--- config.mk ---
export PLATFORM = sky130hd
export DESIGN_NAME = sdram_arbiter_flat
export DESIGN_NICKNAME = d
export VERILOG_FILES = /design/src/rtl/sdram_arbiter_pkg.sv /design/src/rtl/sdram_arbiter_if.sv /design/src/rtl/sdram_arbiter_tag_fifo.sv /design/src/rtl/sdram_arbiter.sv /design/src/flat_wrapper.sv
export SDC_FILE = /design/constraint.sdc
export NUM_CORES = 1
export LEC_CHECK = 0
export ABC_AREA = 1
export CORE_UTILIZATION = 30
export CTS_CLUSTER_SIZE = 24
export DETAILED_ROUTE_END_ITERATION = 8
export DONT_BUFFER_PORTS = 1
export PLACE_DENSITY_LB_ADDON = 0.05
export SLEW_MARGIN = 25
export SYNTH_ARGS = -nofsm -noshare
export SYNTH_HDL_FRONTEND = slang
export SYNTH_HIERARCHICAL = 1
export SYNTH_SLANG_ARGS = --single-unit
--- constraint.sdc ---
create_clock -name clk -period 3 [get_ports clk]
set_input_delay 0.45 -clock clk [delete_from_list [all_inputs] [get_ports clk]]
set_output_delay 0.45 -clock clk [all_outputs]
set_load 0.02 [all_outputs]
--- src/rtl/sdram_arbiter_pkg.sv ---
// ============================================================================
// Package : sdram_arbiter_pkg
// Purpose : Shared types and constants for the SDRAM port arbiter: the
//           arbiter FSM state encoding, the grant-kind codes that keep a
//           download write distinct from any read tag, and the tag width
//           helper.
// Revision: 1.0 - initial release
// ============================================================================
`default_nettype none

package sdram_arbiter_pkg;

  typedef enum logic [0:0] {
    IDLE  = 1'b0,
    ISSUE = 1'b1
  } arb_state_e;

  // A grant is {kind, index}. WRITE is its own kind so it can never alias a
  // read tag, and it is never pushed into the return-order FIFO.
  localparam logic GNT_KIND_READ  = 1'b0;
  localparam logic GNT_KIND_WRITE = 1'b1;

  // Width of a read tag; at least one bit even for a single requester.
  function automatic int tag_w(input int num_req);
    return (num_req > 1) ? $clog2(num_req) : 1;
  endfunction

endpackage

`default_nettype wire

--- src/rtl/sdram_arbiter_if.sv ---
// ============================================================================
// Interface : sdram_arbiter_if
// Purpose   : Request/acknowledge bus between the arbiter and the SDRAM
//             controller.
// Signals   : req/we/addr/data  - request from the arbiter
//             ack               - controller accepted the current request
//             valid             - read data from the controller is valid
// Modports  : master (arbiter side), slave (controller side)
// Revision  : 1.0 - initial release
// ============================================================================
`default_nettype none

interface sdram_arbiter_if #(
  parameter int ADDR_WIDTH = 23,
  parameter int DATA_WIDTH = 32
) ();

  logic                  req;
  logic                  we;
  logic [ADDR_WIDTH-1:0] addr;
  logic [DATA_WIDTH-1:0] data;
  logic                  ack;
  logic                  valid;

  modport master (output req, we, addr, data, input ack, valid);
  modport slave  (input req, we, addr, data, output ack, valid);

endinterface

`default_nettype wire

--- src/rtl/sdram_arbiter_tag_fifo.sv ---
// ============================================================================
// Module  : tag_fifo
// Purpose : Synchronous DEPTH-entry FIFO holding the requester index of each
//           accepted read, in issue order. Push and pop may happen together,
//           including push while full (when a pop frees the slot).
// Ports   : clk, reset     - clock, asynchronous active-high reset
//           i_push, i_data - write a tag
//           i_pop          - drop the head tag (ignored when empty)
//           o_head         - tag at the head
//           o_full/o_empty - occupancy flags
// Notes   : DEPTH must be a power of two, 2 or more.
// Revision: 1.0 - initial release
// ============================================================================
`default_nettype none

module tag_fifo #(
  parameter int WIDTH = 2,
  parameter int DEPTH = 2
) (
  input  wire logic             clk,
  input  wire logic             reset,
  input  wire logic             i_push,
  input  wire logic             i_pop,
  input  wire logic [WIDTH-1:0] i_data,
  output logic      [WIDTH-1:0] o_head,
  output logic                  o_full,
  output logic                  o_empty
);

  localparam int PTR_W = $clog2(DEPTH);

  // Pointers carry one extra wrap bit to tell full from empty.
  logic [PTR_W:0]   r_wptr;
  logic [PTR_W:0]   r_rptr;
  logic [WIDTH-1:0] r_mem [DEPTH];
  logic             w_do_push;
  logic             w_do_pop;

  assign o_empty   = (r_wptr == r_rptr);
  assign o_full    = (r_wptr[PTR_W] != r_rptr[PTR_W]) &&
                     (r_wptr[PTR_W-1:0] == r_rptr[PTR_W-1:0]);
  assign w_do_pop  = i_pop && !o_empty;
  assign w_do_push = i_push && (!o_full || w_do_pop);
  assign o_head    = r_mem[r_rptr[PTR_W-1:0]];

  always_ff @(posedge clk or posedge reset) begin
    if (reset) begin
      r_wptr <= '0;
      r_rptr <= '0;
    end else begin
      if (w_do_push) r_wptr <= r_wptr + 1'b1;
      if (w_do_pop)  r_rptr <= r_rptr + 1'b1;
    end
  end

  // Storage needs no reset: only entries between the pointers are read.
  always_ff @(posedge clk) begin
    if (w_do_push) r_mem[r_wptr[PTR_W-1:0]] <= i_data;
  end

endmodule

`default_nettype wire

--- src/rtl/sdram_arbiter.sv ---
// ============================================================================
// Module  : sdram_arbiter
// Purpose : Shares one SDRAM port between a download write channel and
//           NUM_REQ read requesters (index 0 highest priority). Writes win
//           outright; a read requester that has lost STARVE_LIMIT decisions
//           is forced to win. Accepted reads are tagged in order so each
//           returned word is steered to its requester.
// Ports   : clk, reset                 - clock, asynchronous active-high reset
//           i_rd_req/i_rd_addr         - per-requester read request/address
//           o_rd_ack/o_rd_valid        - acceptance / data-return pulses
//           i_wr_req/i_wr_addr/i_wr_data, o_wr_ack - download write channel
//           sdram                      - controller bus (master modport)
//           o_err                      - sticky: data returned with no
//                                        outstanding read
// Revision: 1.0 - initial release
// ============================================================================
`default_nettype none

module sdram_arbiter
  import sdram_arbiter_pkg::*;
#(
  parameter int NUM_REQ      = 4,
  parameter int ADDR_WIDTH   = 23,
  parameter int DATA_WIDTH   = 32,
  parameter int DEPTH        = 2,
  parameter int STARVE_LIMIT = 16
) (
  input  wire logic                          clk,
  input  wire logic                          reset,
  input  wire logic [NUM_REQ-1:0]            i_rd_req,
  input  wire logic [NUM_REQ*ADDR_WIDTH-1:0] i_rd_addr,
  output logic      [NUM_REQ-1:0]            o_rd_ack,
  output logic      [NUM_REQ-1:0]            o_rd_valid,
  input  wire logic                          i_wr_req,
  input  wire logic [ADDR_WIDTH-1:0]         i_wr_addr,
  input  wire logic [DATA_WIDTH-1:0]         i_wr_data,
  output logic                               o_wr_ack,
  sdram_arbiter_if.master                    sdram,
  output logic                               o_err
);

  localparam int TAG_W = tag_w(NUM_REQ);
  localparam int CNT_W = $clog2(STARVE_LIMIT + 1);
  localparam logic [CNT_W-1:0] STARVE_MAX = CNT_W'(STARVE_LIMIT);

  arb_state_e            r_state;
  logic                  r_gnt_kind;
  logic [TAG_W-1:0]      r_gnt_idx;
  logic                  r_req;
  logic                  r_we;
  logic [ADDR_WIDTH-1:0] r_addr;
  logic [DATA_WIDTH-1:0] r_data;
  logic                  r_err;
  logic [CNT_W-1:0]      r_starve [NUM_REQ];

  logic [ADDR_WIDTH-1:0] w_rd_addr [NUM_REQ];
  logic                  w_have_cand;
  logic                  w_sel_wr;
  logic [TAG_W-1:0]      w_sel_idx;
  logic                  w_decide;
  logic                  w_accept;
  logic                  w_push;
  logic                  w_pop;
  logic                  w_fifo_full;
  logic                  w_fifo_empty;
  logic [TAG_W-1:0]      w_head;

  for (genvar g = 0; g < NUM_REQ; g++) begin : g_addr
    assign w_rd_addr[g] = i_rd_addr[g*ADDR_WIDTH +: ADDR_WIDTH];
  end

  // Candidate: write first; else a starved reader; else the lowest-index
  // reader. Reads are held back while the tag FIFO cannot take another tag.
  // Both loops run high-to-low so the last hit is the lowest index.
  always_comb begin
    w_have_cand = 1'b0;
    w_sel_wr    = 1'b0;
    w_sel_idx   = '0;
    if (i_wr_req) begin
      w_have_cand = 1'b1;
      w_sel_wr    = 1'b1;
    end else if (!w_fifo_full) begin
      for (int i = NUM_REQ - 1; i >= 0; i--) begin
        if (i_rd_req[i]) begin
          w_have_cand = 1'b1;
          w_sel_idx   = TAG_W'(i);
        end
      end
      for (int i = NUM_REQ - 1; i >= 0; i--) begin
        if (i_rd_req[i] && (r_starve[i] >= STARVE_MAX)) w_sel_idx = TAG_W'(i);
      end
    end
  end

  assign w_decide = (r_state == IDLE) && w_have_cand;
  assign w_accept = (r_state == ISSUE) && sdram.ack;
  assign w_push   = w_accept && (r_gnt_kind == GNT_KIND_READ);
  assign w_pop    = sdram.valid && !w_fifo_empty;

  always_ff @(posedge clk or posedge reset) begin
    if (reset) begin
      r_state    <= IDLE;
      r_gnt_kind <= GNT_KIND_READ;
      r_gnt_idx  <= '0;
      r_req      <= 1'b0;
      r_we       <= 1'b0;
      r_addr     <= '0;
      r_data     <= '0;
      r_err      <= 1'b0;
    end else begin
      if (sdram.valid && w_fifo_empty) r_err <= 1'b1;
      case (r_state)
        IDLE: begin
          if (w_have_cand) begin
            r_gnt_kind <= w_sel_wr ? GNT_KIND_WRITE : GNT_KIND_READ;
            r_gnt_idx  <= w_sel_idx;
            r_we       <= w_sel_wr;
            r_addr     <= w_sel_wr ? i_wr_addr : w_rd_addr[w_sel_idx];
            r_data     <= w_sel_wr ? i_wr_data : '0;
            r_req      <= 1'b1;
            r_state    <= ISSUE;
          end
        end
        ISSUE: begin
          if (sdram.ack) begin
            r_req   <= 1'b0;
            r_state <= IDLE;
          end
        end
        default: r_state <= IDLE;
      endcase
    end
  end

  // Counters only move on a real grant decision; a dropped request clears.
  always_ff @(posedge clk or posedge reset) begin
    if (reset) begin
      for (int i = 0; i < NUM_REQ; i++) r_starve[i] <= '0;
    end else begin
      for (int i = 0; i < NUM_REQ; i++) begin
        if (!i_rd_req[i]) begin
          r_starve[i] <= '0;
        end else if (w_decide) begin
          if (!w_sel_wr && (w_sel_idx == TAG_W'(i))) r_starve[i] <= '0;
          else if (r_starve[i] != STARVE_MAX)        r_starve[i] <= r_starve[i] + 1'b1;
        end
      end
    end
  end

  tag_fifo #(
    .WIDTH (TAG_W),
    .DEPTH (DEPTH)
  ) u_tag_fifo (
    .clk     (clk),
    .reset   (reset),
    .i_push  (w_push),
    .i_pop   (w_pop),
    .i_data  (r_gnt_idx),
    .o_head  (w_head),
    .o_full  (w_fifo_full),
    .o_empty (w_fifo_empty)
  );

  always_comb begin
    o_rd_ack   = '0;
    o_rd_valid = '0;
    if (w_push) o_rd_ack[r_gnt_idx] = 1'b1;
    if (w_pop)  o_rd_valid[w_head]  = 1'b1;
  end

  assign o_wr_ack   = w_accept && (r_gnt_kind == GNT_KIND_WRITE);
  assign o_err      = r_err;
  assign sdram.req  = r_req;
  assign sdram.we   = r_we;
  assign sdram.addr = r_addr;
  assign sdram.data = r_data;

endmodule

`default_nettype wire

--- src/flat_wrapper.sv ---
// flat-port wrapper written by rule: the top's interface ports become plain ports
module sdram_arbiter_flat import sdram_arbiter_pkg::*;
#(
  parameter int NUM_REQ      = 4,
  parameter int ADDR_WIDTH   = 23,
  parameter int DATA_WIDTH   = 32,
  parameter int DEPTH        = 2,
  parameter int STARVE_LIMIT = 16
)
  (clk, reset, i_rd_req, i_rd_addr, o_rd_ack, o_rd_valid, i_wr_req, i_wr_addr, i_wr_data, o_wr_ack, o_err, sdram_req, sdram_we, sdram_addr, sdram_data, sdram_ack, sdram_valid);
  sdram_arbiter_if #(.ADDR_WIDTH(ADDR_WIDTH), .DATA_WIDTH(DATA_WIDTH)) sdram_i ();
  input  wire logic clk;
  input  wire logic reset;
  input  wire logic [NUM_REQ-1:0] i_rd_req;
  input  wire logic [NUM_REQ*ADDR_WIDTH-1:0] i_rd_addr;
  output logic      [NUM_REQ-1:0] o_rd_ack;
  output logic      [NUM_REQ-1:0] o_rd_valid;
  input  wire logic i_wr_req;
  input  wire logic [ADDR_WIDTH-1:0] i_wr_addr;
  input  wire logic [DATA_WIDTH-1:0] i_wr_data;
  output logic o_wr_ack;
  output logic o_err;
  output wire logic [$bits(sdram_i.req)-1:0] sdram_req;
  output wire logic [$bits(sdram_i.we)-1:0] sdram_we;
  output wire logic [$bits(sdram_i.addr)-1:0] sdram_addr;
  output wire logic [$bits(sdram_i.data)-1:0] sdram_data;
  input wire logic [$bits(sdram_i.ack)-1:0] sdram_ack;
  input wire logic [$bits(sdram_i.valid)-1:0] sdram_valid;
  assign sdram_req = sdram_i.req;
  assign sdram_we = sdram_i.we;
  assign sdram_addr = sdram_i.addr;
  assign sdram_data = sdram_i.data;
  assign sdram_i.ack = sdram_ack;
  assign sdram_i.valid = sdram_valid;
  sdram_arbiter #(.NUM_REQ(NUM_REQ), .ADDR_WIDTH(ADDR_WIDTH), .DATA_WIDTH(DATA_WIDTH), .DEPTH(DEPTH), .STARVE_LIMIT(STARVE_LIMIT)) u_core (.clk(clk), .reset(reset), .i_rd_req(i_rd_req), .i_rd_addr(i_rd_addr), .o_rd_ack(o_rd_ack), .o_rd_valid(o_rd_valid), .i_wr_req(i_wr_req), .i_wr_addr(i_wr_addr), .i_wr_data(i_wr_data), .o_wr_ack(o_wr_ack), .sdram(sdram_i), .o_err(o_err));
endmodule
==> reports/metrics.cfg, run 1 <==
[die]
die_area_um2=18600
coreArea_um2=17500
num_rows=48
die_y_um=136
chipWidth_um=136
io_pins=223
start_util=0.310

[grt]
antenna_found_initial=0
use_met3=0.0570
grt.overflow.total=0
grt_max_degree=49
grt_pass1_wl_um=24000
grt_usage=0.167
busiest_layer=met2
grt.met2_usage=0.264
met1_usage=0.210
grt_pass1_vias=4580

[sta]
slew_violations=0
max_freq_mhz=385
clock_skew_ns=0.00461
fin_setup_tns_ns=0
finalSetupViolations=0
rsz0062_at_grt=no
post-route-min-period_ns=2.60
relSlewSlack=0.434
post-route-period-util=0.866
worstMarginPinSlew_ns=0.848
hold_viol=0

[setup_path]
r2r-start=u_core/u_tag_fifo/r_wptr[1]$_DFFE_PP0P_
cp.arrival_ns=2.15
r2r_setup_slack_ns=0.64
cp_slowest_cell=nor3_1
end_kind=output pin
cp_common_cell=nand2_2
worstPathCellList=inv_2 > nand2_2 > nand2_2 > nand2_2 > inv_1 > nor2_1 > inv_1 > nor3_1
crit_family=simple AND/OR/NAND/NOR gates
critPathMaxStageDelay_ns=0.54
reg2reg_depth=15
reg2reg_to=u_core/sdram.addr[20]$_DFFE_PP0P_
path_class=reg -> out
cp-start-kind=flip-flop
cp_num_buf_inv=3
worst_ep_required_time_ns=2.55
path_max_fanout=6

[synth]
synth-seq-cells=89
syn_area_per_cell_um2=7.06
yosysTopAreaCell=dfrtp_1
ys_seq_area_frac=0.415
synth-async-reset-ratio=0.955
netlist_area_um2=5410
synth_nets=930
yosysWarnings=6
synth_top_area_frac=0.393
synthCells=766
yosys-top-cells-area=dfrtp_1 (39%), nand2_1 (16%), nand3_1 (14%)
synth-edff-count=4
synth_cell_types=35
synthFlopType=dfrtp_1

[cts]
cts_tree=done
cts_htree_levels=3
cts_root_buf=clkbuf_16
postCtsSetupRepairBufs=0
clk_path_buf_depth=2
cts_made_buffers=9
cts.sinks=89
clk_pin_slew_ns=0.06
worst_skew_pair.late_latency_ns=0.34

[detailed_routing]
drtPass1Iterations=4
drtIter0Drc=303
vias=4785
antenna_left=0
wire_per_inst_um=15.9
wirelength_um=15500
drc=0
viasPerCell=4.89

[final_layout]
synthToLayoutAreaGrowth_pct=8.83
stdcell_count=978
drive_gt1_frac=0.0863
fin_nets=912
diodes=0

[placed_design]
gp_congestion=0.743
dp_cells=961
numPortBuffers=0
dp_hpwl_um=11100

[pwr]
vdd_drop_max_mv=0.297
power_leakage_nw=2.96
p_per_area_nw_per_um2=810

[status]
status=finished, final reports clean

[min_path]
hold_path.class=in -> async

[run]
drv_cap=0

-- how the worst max path moves through the flow --
| stage | depth (start not counted) | startpoint | slack [ns] | to |
|---|---|---|---|---|
| after floorplan | 1 | reset | 0.47 | u_core/o_err$_DFFE_PP0P_ |
| after global placement | 15 | u_core/u_tag_fifo/r_rptr[1]$_DFFE_PP0P_ | 0.69 | u_core/sdram.addr[20]$_DFFE_PP0P_ |
| after detailed placement | 15 | u_core/u_tag_fifo/r_wptr[1]$_DFFE_PP0P_ | 0.63 | u_core/sdram.addr[20]$_DFFE_PP0P_ |
| after CTS | 8 | u_core/u_tag_fifo/r_rptr[0]$_DFFE_PP0P_ | 0.40 | o_rd_valid[2] |
| after global routing | 8 | u_core/u_tag_fifo/r_rptr[0]$_DFFE_PP0P_ | 0.18 | o_rd_valid[0] |
| final | 8 | u_core/u_tag_fifo/r_rptr[0]$_DFFE_PP0P_ | 0.40 | o_rd_valid[2] |
-- flip-flops by register name, indices dropped and copies added (netlist names) --
register	count
u_core/r_gnt_kind	1
u_core/r_state	1
u_core/sdram.addr	23
u_core/u_tag_fifo/r_mem	4
u_core/u_tag_fifo/r_wptr	2
u_core/sdram.req	1
u_core/r_gnt_idx	2
u_core/u_tag_fifo/r_rptr	2
u_core/o_err	1
u_core/sdram.data	32
u_core/r_starve	20
-- cells in the final DEF (no fill, tap or decap), types with 3 or more instances in the layout --
cell type and n:
buf_12 3, buf_4 7, clkbuf_16 9, clkinv_2 6, dfrtp_1 85, edfxtp_1 4
ha_1 8, inv_1 56, inv_2 8, nand2_1 229, nand2_2 13, nand3_1 146
nor2_1 88, nor3_1 30, nor3_2 3, nor4_1 3, o21ai_1 16, xor2_1 13
-- cells in the mapped netlist, types with 3 or more instances --
cell type / n
buf_2: 16
buf_4: 3
buf_6: 4
clkbuf_1: 15
dfrtp_1: 85
edfxtp_1: 4
ha_1: 8
inv_1: 57
inv_2: 8
nand2_1: 229
nand2_2: 13
nand3_1: 146
nor2_1: 88
nor3_1: 30
nor3_2: 3
nor4_1: 3
o21ai_1: 17
xor2_1: 13
-- metal layers --
layer / part of all wire / routed length (um) / up-vias
met5: 0 / 0 / -
met4: 0.013 / 198 / 0
met3: 0.095 / 1470 / 13
met2: 0.46 / 7060 / 169
met1: 0.44 / 6780 / 2197
li1: - / - / 2406
-- worst reg2reg max path: stages, from the launching register on --
cell and delay, ns:
dfrtp_1 0.42, inv_1 0.07, nand2_1 0.05, nand2_2 0.08, inv_1 0.06, a21oi_1 0.28
nor2_2 0.07, nand2_1 0.14, inv_2 0.08, nand3_4 0.29, buf_12 0.27, nor3_1 0.09
nor2_1 0.12, nand3_1 0.11, nand2_1 0.07, nand2_1 0.04
-- cells by family (layout without fill, tap and decap cells) --
group | count (synthesis) | count (layout) | share of synthesized area
adders and majority gates | 8 | 8 | 0.0185
buffers and inverters | 106 | 93 | 0.0849
DFF | 89 | 89 | 0.415
AOI/OAI and AO/OA | 27 | 27 | 0.0340
and+or+nand+nor | 523 | 523 | 0.426
xor gates and xnor gates | 13 | 13 | 0.0210
-- power by group --
| group | switching [mW] | internal [mW] |
|---|---|---|
| sequential | 0.762 | 1.61 |
| clock | 0.486 | 0.579 |
| combinational | 0.886 | 0.443 |
-- per-stage QoR --
step / hold WS, ns / instance area [um2] / worst slack (ns) / power [mW] / util
6_report: 0.134 / 5890 / 0.402 / 4.77 / 0.337
5_1_grt: 0.190 / 5890 / 0.183 / 5.17 / 0.337
4_1_cts: 0.169 / 5890 / 0.395 / 4.84 / 0.337
3_5_place_dp: 0.247 / 5610 / 0.635 / 3.75 / 0.321
3_3_place_gp: 0.240 / 5610 / 0.694 / 3.72 / 0.321
2_1_floorplan: 0.216 / 5410 / 0.470 / 3.37 / -
-- final cells by class --
class,count,area (um2)
fillers,1913,11600
well taps,225,282
repair buffers,11,123
flip-flops and latches,89,2250
clock inverters,6,33.8
inverters,66,249
multi-input cells,571,2720
clock buffers,10,239
-- timing repair --
action	4_1_cts	5_1_grt
setup endpoints to repair	0	0
gates resized for setup	0	0
endpoints found under the hold margin	4	0
hold buffers	1	0
(Power assumes the default switching activity.)
==> run 2: changes to the inputs <==
--- a/config.mk
+++ b/config.mk
@@ -11,6 +11,7 @@
 export DETAILED_ROUTE_END_ITERATION = 8
 export DONT_BUFFER_PORTS = 1
 export PLACE_DENSITY_LB_ADDON = 0.05
+export REMOVE_ABC_BUFFERS = 1
 export SLEW_MARGIN = 25
 export SYNTH_ARGS = -nofsm -noshare
 export SYNTH_HDL_FRONTEND = slang
==> reports/metrics.cfg, run 2 (synthesis results as in run 1) <==
[die]
num_rows=48
die_area_um2=18600
die_y_um=136
io_pins=223
coreArea_um2=17500
chipWidth_um=136
start_util=0.310

[setup_path]
end_kind=output pin
cp.arrival_ns=2.14
reg2reg_depth=15
critPathMaxStageDelay_ns=0.53
worst_ep_required_time_ns=2.55
cp-start-kind=flip-flop
startpoint=u_core/u_tag_fifo/r_rptr[0]$_DFFE_PP0P_
cp_common_cell=nand2_2
path_max_fanout=6
r2r-start=u_core/u_tag_fifo/r_wptr[1]$_DFFE_PP0P_
worstPathCellList=inv_2 > nand2_2 > nand2_2 > nand2_2 > inv_1 > nor2_1 > inv_1 > nor3_1
cp_slowest_cell=nor3_1
path_class=reg -> out

[placed_design]
pre_cts_slack_ns=0.573
dp_hpwl_um=10800
numPortBuffers=0
gp_congestion=0.777

[sta]
worstMarginPinSlew_ns=0.671
finalSetupViolations=0
relSlewSlack=0.549
clock_skew_ns=0.00739
slew_violations=0
rsz0062_at_grt=no
post-route-min-period_ns=2.59
post-route-period-util=0.862
postLayoutSetupSlackWorst_ns=0.414
hold_viol=0
max_freq_mhz=387

[final_layout]
fin_nets=911
largest_reg_flops=32
fin_util=0.338
diodes=0
drive_gt1_frac=0.0851
layout_common_cells=nand2_1 (229), nand3_1 (146), nor2_1 (88)
synthToLayoutAreaGrowth_pct=9.16
layout.cells.most_common=nand2_1

[min_path]
min-delay-start=sdram_valid
min_path_cells=1
hold_path.class=in -> reg

[status]
status=finished, final reports clean

[pwr]
p_per_area_nw_per_um2=831
power_leakage_nw=2.97
vdd_drop_max_mv=0.332

[detailed_routing]
drtPass1Iterations=4
viasPerCell=4.88
vias=4763
antenna_left=0
drc=0
wire_per_inst_um=15.8
wirelength_um=15400
drtIter0Drc=223

[cts]
clk_pin_slew_ns=0.07
cts.sinks=89
cts_tree=done
cts_made_buffers=9
postCtsSetupRepairBufs=0
cts_root_buf=clkbuf_16
worst_skew_pair.late_latency_ns=0.35
cts_htree_levels=3
clk_path_buf_depth=2

[grt]
antenna_found_initial=0
grt.overflow.total=0
grt_max_degree=59
grt_usage=0.164
grt_pass1_wl_um=23200
grt_pass1_vias=4462

[run]
drv_cap=0

## run 2: final cells by class
cell class,instances,area [um2]
sequential,89,2250
clock inverter,7,85.1
multi-input combinational,571,2720
tap,225,282
inverter,66,249
timing repair buffer,10,103
fill,1877,11600
clock buffer,9,225
## run 2: worst paths after layout
| check | endpoint | slack (ns) |
|---|---|---|
| worst max-delay path | o_rd_valid[2] | 0.41 |
| worst min-delay path | u_core/o_err$_DFFE_PP0P_ | 0.22 |
| worst max register to register | u_core/sdram.addr[3]$_DFFE_PP0P_ | 0.55 |
| worst min register to register | u_core/r_starve[19]$_DFFE_PP0P_ | 0.53 |
| max in group asynchronous | u_core/sdram.data[31]$_DFFE_PP0P_ | 1.74 |
| min in group asynchronous | u_core/u_tag_fifo/r_rptr[1]$_DFFE_PP0P_ | 0.48 |
## run 2: critical path: cells and delay by family (launching register included)
kind,cells,cell delay [ns]
AND/OR/NAND/NOR,5,1.07
flip-flops,1,0.44
buffers and inverters,3,0.28
## run 2: through the flow
step	cells	instance area, um2	power, mW	TNS [ns]	hold WS (ns)
2_1_floorplan	726	5200	3.34	-53.97	0.216
3_3_place_gp	960	5590	3.73	0	0.240
3_5_place_dp	960	5590	3.75	0	0.237
4_1_cts	977	5910	5.00	0	0.201
5_1_grt	977	5910	5.28	0	0.201
6_report	977	5910	4.91	0	0.221
## run 2: layer usage
| metal | GRT usage | vias to the layer above | routed length, um |
|---|---|---|---|
| li1 | - | 2403 | - |
| met5 | 0 | - | 0 |
| met2 | 0.276 | 178 | 7340 |
| met1 | 0.195 | 2166 | 6320 |
| met4 | 0.0617 | 0 | 203 |
| met3 | 0.0496 | 16 | 1540 |
## run 2: what timing repair did
item / 4_1_cts / 5_1_grt
hold buffers: 1 / 0
hold endpoints to repair: 27 / 0
gates resized for setup: 0 / 0
## run 2: power breakdown
group / leakage, nW / switching, mW / internal (mW)
Combinational: 1.69 / 0.892 / 0.436
Clock: 0.155 / 0.536 / 0.666
Sequential: 1.12 / 0.765 / 1.61
Total: 2.97 / 2.19 / 2.72
